--- config.mk ---
export PLATFORM = sky130hd
export DESIGN_NAME = pool_engine
export DESIGN_NICKNAME = d
export VERILOG_FILES = /design/src/rtl/pool_engine.sv
export SDC_FILE = /design/constraint.sdc
export NUM_CORES = 1
export LEC_CHECK = 0
export ABC_AREA = 1
export CORE_ASPECT_RATIO = 0.6
export CORE_MARGIN = 3
export CORE_UTILIZATION = 59
export DETAILED_ROUTE_END_ITERATION = 12
export PLACE_DENSITY = 0.89
export SYNTH_ARGS = -nofsm -noshare
export SYNTH_HDL_FRONTEND = slang
export SYNTH_SLANG_ARGS = --single-unit
--- constraint.sdc ---
create_clock -name clk -period 6.38 [get_ports clk]
set_input_delay 1.595 -clock clk [delete_from_list [all_inputs] [get_ports clk]]
set_output_delay 1.595 -clock clk [all_outputs]
set_load 0.02 [all_outputs]
--- src/rtl/pool_engine.sv ---
// pool_engine: streaming max/average pooling over windows of 2^win_log2 elements,
// CH signed lanes processed in parallel.
//
// Optional feature macro: POOL_ENGINE_AVG_EN
//   defined   -> mode selects average (0) or max (1) pooling
//   undefined -> no adders/shifters are built, mode is ignored, max pooling only
//
// Ports
//   clk        clock, rising edge
//   rst_n      asynchronous active-low reset
//   en         block enable; 0 clears the window, accumulators and output on the next edge
//   mode       0 = average, 1 = max (latched on the first element of a window)
//   win_log2   window size exponent (latched on the first element, clamped to LOG2_KMAX)
//   in_valid   input element valid
//   in_ready   input element may be accepted
//   in_data    CH lanes of DW-bit signed data, lane c at [c*DW +: DW]
//   out_valid  pooled result valid
//   out_ready  downstream accepts the result
//   out_data   pooled result per lane, same packing as in_data
//   busy       a window is partially accumulated
module pool_engine #(
    parameter int unsigned DW        = 16,
    parameter int unsigned CH        = 4,
    parameter int unsigned LOG2_KMAX = 4
) (
    input  logic               clk,
    input  logic               rst_n,
    input  logic               en,
    input  logic               mode,
    input  logic [2:0]         win_log2,
    input  logic               in_valid,
    output logic               in_ready,
    input  logic [CH*DW-1:0]   in_data,
    output logic               out_valid,
    input  logic               out_ready,
    output logic [CH*DW-1:0]   out_data,
    output logic               busy
);

    localparam int unsigned CW = LOG2_KMAX + 1;
`ifdef POOL_ENGINE_AVG_EN
    // Wide enough to sum 2^LOG2_KMAX elements without overflow.
    localparam int unsigned AW = DW + LOG2_KMAX;
`else
    localparam int unsigned AW = DW;
`endif
    localparam logic [2:0] WlMax = 3'(LOG2_KMAX);

    logic [CW-1:0]        cnt_q, cnt_d;
    logic [2:0]           wl_q, wl_d;
    logic signed [AW-1:0] acc_q [CH];
    logic signed [AW-1:0] acc_d [CH];
    logic                 out_valid_q, out_valid_d;
    logic [CH*DW-1:0]     out_data_q, out_data_d;

    logic                 accept;
    logic                 first;
    logic                 last;
    logic [2:0]           wl_eff;
    logic [2:0]           cur_wl;
    logic signed [AW-1:0] nxt [CH];
    logic [CH*DW-1:0]     res_flat;

`ifdef POOL_ENGINE_AVG_EN
    logic mode_q, mode_d;
    logic cur_mode;
    assign cur_mode = first ? mode : mode_q;
`else
    logic unused_mode;
    assign unused_mode = mode;
`endif

    assign in_ready = en && !(out_valid_q && !out_ready);
    assign accept   = in_valid && in_ready;
    assign first    = (cnt_q == '0);
    assign wl_eff   = (32'(win_log2) > LOG2_KMAX) ? WlMax : win_log2;
    // The first element of a window uses the live config; later ones use the latched copy.
    assign cur_wl   = first ? wl_eff : wl_q;
    assign last     = (cnt_q == CW'((32'd1 << cur_wl) - 32'd1));

    for (genvar c = 0; c < CH; c++) begin : g_lane
        logic signed [DW-1:0] x;
        logic signed [DW-1:0] acc_lo;
        logic signed [DW-1:0] max_v;

        assign x      = in_data[c*DW +: DW];
        assign acc_lo = DW'(acc_q[c]);
        assign max_v  = (first || (x > acc_lo)) ? x : acc_lo;

`ifdef POOL_ENGINE_AVG_EN
        logic signed [AW-1:0] sum_v;
        logic signed [DW-1:0] avg_v;

        assign sum_v = first ? AW'(x) : (acc_q[c] + AW'(x));
        // Arithmetic shift rounds toward minus infinity.
        assign avg_v = DW'(sum_v >>> cur_wl);
        assign nxt[c] = cur_mode ? AW'(max_v) : sum_v;
        assign res_flat[c*DW +: DW] = cur_mode ? max_v : avg_v;
`else
        assign nxt[c] = max_v;
        assign res_flat[c*DW +: DW] = max_v;
`endif
    end

    always_comb begin
        cnt_d       = cnt_q;
        wl_d        = wl_q;
        out_valid_d = out_valid_q;
        out_data_d  = out_data_q;
        for (int c = 0; c < CH; c++) begin
            acc_d[c] = acc_q[c];
        end
`ifdef POOL_ENGINE_AVG_EN
        mode_d = mode_q;
`endif

        if (!en) begin
            cnt_d       = '0;
            wl_d        = '0;
            out_valid_d = 1'b0;
            out_data_d  = '0;
            for (int c = 0; c < CH; c++) begin
                acc_d[c] = '0;
            end
`ifdef POOL_ENGINE_AVG_EN
            mode_d = 1'b0;
`endif
        end else begin
            if (out_valid_q && out_ready) begin
                out_valid_d = 1'b0;
            end
            if (accept) begin
                if (first) begin
                    wl_d = wl_eff;
`ifdef POOL_ENGINE_AVG_EN
                    mode_d = mode;
`endif
                end
                if (last) begin
                    // A new result overrides the handshake clear: no bubble.
                    cnt_d       = '0;
                    out_valid_d = 1'b1;
                    out_data_d  = res_flat;
                end else begin
                    cnt_d = cnt_q + 1'b1;
                    for (int c = 0; c < CH; c++) begin
                        acc_d[c] = nxt[c];
                    end
                end
            end
        end
    end

    always_ff @(posedge clk or negedge rst_n) begin
        if (!rst_n) begin
            cnt_q       <= '0;
            wl_q        <= '0;
            out_valid_q <= 1'b0;
            out_data_q  <= '0;
            for (int c = 0; c < CH; c++) begin
                acc_q[c] <= '0;
            end
`ifdef POOL_ENGINE_AVG_EN
            mode_q <= 1'b0;
`endif
        end else begin
            cnt_q       <= cnt_d;
            wl_q        <= wl_d;
            out_valid_q <= out_valid_d;
            out_data_q  <= out_data_d;
            for (int c = 0; c < CH; c++) begin
                acc_q[c] <= acc_d[c];
            end
`ifdef POOL_ENGINE_AVG_EN
            mode_q <= mode_d;
`endif
        end
    end

    assign out_valid = out_valid_q;
    assign out_data  = out_data_q;
    assign busy      = (cnt_q != '0);

endmodule

### After elaboration in Yosys (flattened, before gate mapping)

Cells that the tools add are included.

| word-level totals | value |
|---|---|
| output and inout bits | 67 |
| register bits after elaboration | 137 |
| word-level logic and storage cells | 55 |
| input bits | 73 |

| operators by class | value |
|---|---|
| equal/unequal tests | 4 |
| add/sub/neg operators | 2 |
| reductions and logical operators | 14 |
| shifts and indexed selects | 1 |
| magnitude comparators | 5 |
| mux-type cells | 21 |

Operator list:

| kind | number |
|---|---|
| 64-bit 2-to-1 mux | 6 |
| 16-bit > comparator | 4 |
| 16-bit 2-to-1 mux | 4 |
| 5-bit 2-to-1 mux | 3 |
| 3-bit 2-to-1 mux | 4 |
| 5-bit by 1-bit adder with 5-bit output (second input constant) | 1 |
| 5-bit equality test | 1 |
| 5-bit logical NOT | 1 |
| 5-bit nonzero test | 1 |
| 1-bit by 3-bit << shifter with 5-bit output (first input constant) | 1 |
| 5-bit by 1-bit subtractor with 5-bit output (second input constant) | 1 |
| 1-bit logical AND | 4 |
| 1-bit logical OR | 4 |
| 1-bit 2-to-1 mux | 4 |
| 2-bit by 1-bit != test with 1-bit output (second input constant) | 2 |
| 2-bit AND reduction | 2 |
| 3-bit > comparator (second input constant) | 1 |
| 1-bit logical NOT | 2 |
| 2-bit != test (second input constant) | 1 |

### Longest topological paths before layout

| depth | value |
|---|---|
| word-level depth | 9 |
| depth in mapped cells | 22 |
| gate-level depth less buffers | 21 |

### Worst setup path before layout

OpenSTA, ideal clock, no wires.

| timing | value |
|---|---|
| kind | input port to output port |
| from | in en |
| to | out in_ready |
| path buffers | 1 |
| stages | 3 |
| required time | 4,785 ps |
| slack | 2,471 ps |
| arrival time | 2,314 ps |
| cell sequence | clkbuf_1 inv_1 nor2_1 |

| on the way | value |
|---|---|
| cells in the longest elaborated chain, start to end | 1 |

Ends and longest elaborated chain:

| what | RTL line | source |
|---|---|---|
| start: declaration | 28 | `input logic en,` |
| 1-bit logical AND | 73 | `assign in_ready = en && !(out_valid_q && !out_ready);` |
| end: declaration | 32 | `output logic in_ready,` |

Every way passes these cells.

### Worst setup path after layout

| timing | value |
|---|---|
| from | in win_log2[2] |
| to | reg acc_q, in the netlist g_lane[1].acc_lo[7] |

| on the way | value |
|---|---|
| cells in the longest elaborated chain, start to end | 8 |

Ends and longest elaborated chain:

| what | RTL line | source |
|---|---|---|
| start: declaration | 30 | `input logic [2:0] win_log2,` |
| 3-bit > comparator | 76 | `assign wl_eff = (32'(win_log2) > LOG2_KMAX) ? WlMax : win_log2;` |
| 3-bit 2-to-1 mux * | 76 |  |
| 3-bit 2-to-1 mux * | n/a |  |
| 1-bit by 3-bit << shifter with 5-bit output * | 79 | `assign last = (cnt_q == CW'((32'd1 << cur_wl) - 32'd1));` |
| 5-bit by 1-bit subtractor with 5-bit output * | 79 |  |
| 5-bit equality test * | 79 |  |
| 2-bit != test (no source line) * | n/a |  |
| 2-bit AND reduction (no source line) * | n/a |  |
| end signal: indexed assignment | 172 | `acc_q[c] <= acc_d[c];` |
| end: declaration | 51 | `logic signed [AW-1:0] acc_q [CH];` |

Mark *: on every way between the ends. The rest lies on a longest branch, timed or not.
A chain may end at the register's enable or synchronous reset.

==> impl_results.md <==
- Startpoint Class: input pin
- Period utilization: 73.7%
- Drt wl/cell: about 15 microns
- Final TNS setup: 0 ns
- Largest net degree at the start of global routing: 106
- Area grow syn2layout: 22.3%
- Nets@finish: 1483
- Post-synth EDFFs: 0
- H-tree lvl count: 4
- Final Skew: between 0.01 and 0.015 ns
- Inserted Diodes: 0
- Global route total overflow: 0
- Syn_area_per_cell: 6.99 sq um
- Fmax: 213 MHz
- Cts repair resizes: 0
- Clk_lat worst skew: 0.42 ns
- Initial antenna violation count: 1
- Worst reg2reg path depth: 18
- Worst VDD drop: 0.159 mV
- Initial Util: 62.0%
- TritonCTS buffer count: 17
- Unique masters post-synth: 28
- Full die area: 0.0163 sq mm
- Setup bufs post-CTS: 0
- Sequential cell area fraction in the yosys report: around two fifths
- Antenna viol nets, final: 0
- Top_reg_cell synth: dfrtp_1
- Hpwl dp: approximately 14000 microns
- Slew headroom: 21.3%
- Cells after Synth: 1245
- Clk slew on worst S/H paths: approximately 0.06 ns
- Sink Count: 137
- Initial drt markers: 870
- Hold path cells: 2
- Placer Congestion: 0.859
- PwrDens: 299 mW/mm^2
- Syn. warnings: 0
- Unrepaired setup endpoints after global routing: false
- DRC Markers: 0
- Pleak: 5.57 nW
- Reg2Reg Setup Slack: roughly 2 ns
- Hold Crit Class: register to register
- Via density: 5.49
- Core ar.: 0.0140 sq mm
- Die Width: 163 microns
- First-pass GRT wire length: between 30000 and 40000 microns
- Crit path DAT: roughly 5.1 ns
- Area occupied by multi-input gates: ~0.0045 sq mm
- Final setup violation count: 0
- Maxcap violations: 0
- DRT Wirelength: 22700 microns
- Fill cells: between 1000 and 1500
- Final Instance Count excl. Fillers: ~1500
- Tmin final: 4.70 ns
- Fraction of layout cells with a size suffix above 1: 3.83%
- Final Max Tran Viols: 0
- CTS tree: yes
- Post-synth ARST share: 100%
- Critical Path RT: 6.73 ns
- Ports: 140
- CP Max Fanout: 42
- Buffers added on ports: 138
- Mapped cell area: slightly below 0.009 sq mm
- Cts hold-fix bufs: 0
- First-pass DRT Iterations: 6
- Overall Power: 3.18 mW
- Net Count, Synth: 1385
- Clk root buf: clkbuf_16
- Via count: 8497
- GRT Total Usage: 28.6%
- Row count: 33
- Register area: around 0.0034 sq mm
- Status: completed
- Crit. End Element: register
- Number of global-route vias before repair: 8216
- Setup CP Type: input pin to register
- Clock tree buffer depth: 2
- Hold Vio Cnt, Final: 0
- Slew @ Worst Pin: 1.18 ns
- Synth Register Bits: 137
- Placed Cells: 1516
- Die Ht: ~100 microns
state kept, by name, indices dropped and copies added (netlist names):
| signal | count |
|---|---|
| out_data | 64 |
| wl_q | 3 |
| out_valid | 1 |
| cnt_q | 5 |
| g_lane.acc_lo | 64 |
placed cells by master (no fill, tap or decap), drive strengths merged:
cell type,Yosys,layout
clkinv,1,7
o21bai,1,1
nor2,97,97
a21oi,85,85
clkdlybuf4s50,0,136
a21o,5,5
buf,34,10
dfrtp,137,137
clkinvlp,0,4
nand2,491,491
o22ai,5,5
clkbuf,33,18
o21ai,10,10
inv,112,114
xor2,4,4
bufinv,0,2
ha,67,67
nor3,1,1
nand3b,1,1
xnor2,1,1
nand4,3,3
nand3,157,157
layer usage:
metal / global-route usage, % / part of all wire (%)
met2: 45.5 / 45
met1: 39.9 / 45
met4: 8.58 / 1.2
met5: 0 / 0.057
met3: 6.10 / 9.3
area by class of cell:
| class | instances | share of cell area [%] |
|---|---|---|
| tap | 192 | 2.26 |
| multi-input combinational | 928 | 42.4 |
| inverter | 113 | 3.99 |
| clock buffer | 18 | 4.03 |
| timing repair buffer | 146 | 13.7 |
| sequential | 137 | 32.2 |
| clock inverter | 14 | 1.40 |
synth_stat cells (3+ instances only):
library cell | n | share of area [%]
nand4_1 | 3 | 0.22
clkbuf_1 | 33 | 1.4
buf_1 | 8 | 0.35
ha_1 | 67 | 9.6
dfrtp_1 | 137 | 39
nand2_1 | 485 | 21
a21oi_1 | 85 | 4.9
nor2_1 | 95 | 4.1
xor2_1 | 4 | 0.40
buf_2 | 17 | 0.98
o22ai_1 | 5 | 0.36
o21ai_0 | 8 | 0.46
buf_4 | 3 | 0.26
a21o_1 | 5 | 0.43
nand3_1 | 156 | 9.0
nand2_2 | 5 | 0.36
inv_1 | 112 | 4.8
buf_6 | 6 | 0.78
logic make-up after synthesis:
kind of cell	after synthesis	share of synthesized area [%]
AND/OR/NAND/NOR	750	35.2
buffers and inverters	180	8.66
flip-flops	137	39.4
AO/OA/AOI/OAI	106	6.60
adder cells (fa/ha/maj)	67	9.64
XOR/XNOR	5	0.504
stage by stage:
step                      hold slack (ns)  instance area [sq um]  setup WS, ns  utilization [%]
after floorplan                     0.476                   8700          2.47                -
after global placement              0.463                  10100          1.35             71.7
after detailed placement            0.464                  10100          1.30             71.7
after CTS                           0.481                  10600          1.69             75.8
after global routing                0.496                  10600          1.38             75.8
final                               0.479                  10600          1.68             75.8
where the power goes:
part / leakage, nW / total (mW) / internal, mW / switching, mW
registers: 1.76 / 1.11 / 1.02 / 0.0896
clock network: 0.273 / 0.985 / 0.577 / 0.407
logic: 3.54 / 1.09 / 0.421 / 0.671
total: 5.57 / 3.18 / 2.01 / 1.17
final timing paths:
check,to,startpoint
worst min-delay path,out_data[3]$_DFFE_PN0P_,out_data[3]$_DFFE_PN0P_
max in group asynchronous,cnt_q[2]$_DFFE_PN0P_,rst_n
worst max-delay path,g_lane[1].acc_lo[7]$_DFFE_PN0P_,win_log2[2]
min in group asynchronous,out_data[62]$_DFFE_PN0P_,rst_n
worst max register to register,g_lane[1].acc_lo[7]$_DFFE_PN0P_,cnt_q[0]$_DFFE_PN0P_
worst min register to register,out_data[3]$_DFFE_PN0P_,out_data[3]$_DFFE_PN0P_
worst max-delay path, stage by stage:
cell and delay [ns]:
clkdlybuf4s50_1 0.53, inv_1 0.07, nand2_1 0.06, nand3_1 0.09, nand2_2 0.15, inv_1 0.07, nor2_1 0.08, nand2_1 0.06
ha_1 0.22, xor2_1 0.17, nand3b_1 0.17, nand3_1 0.09, nor2_1 0.05, nand2_2 0.14, nand2_2 0.55, nand2_2 0.23
buf_4 0.48, nand2_1 0.14, nand2_1 0.10
Note: power is estimated with default switching activity, not from simulation.
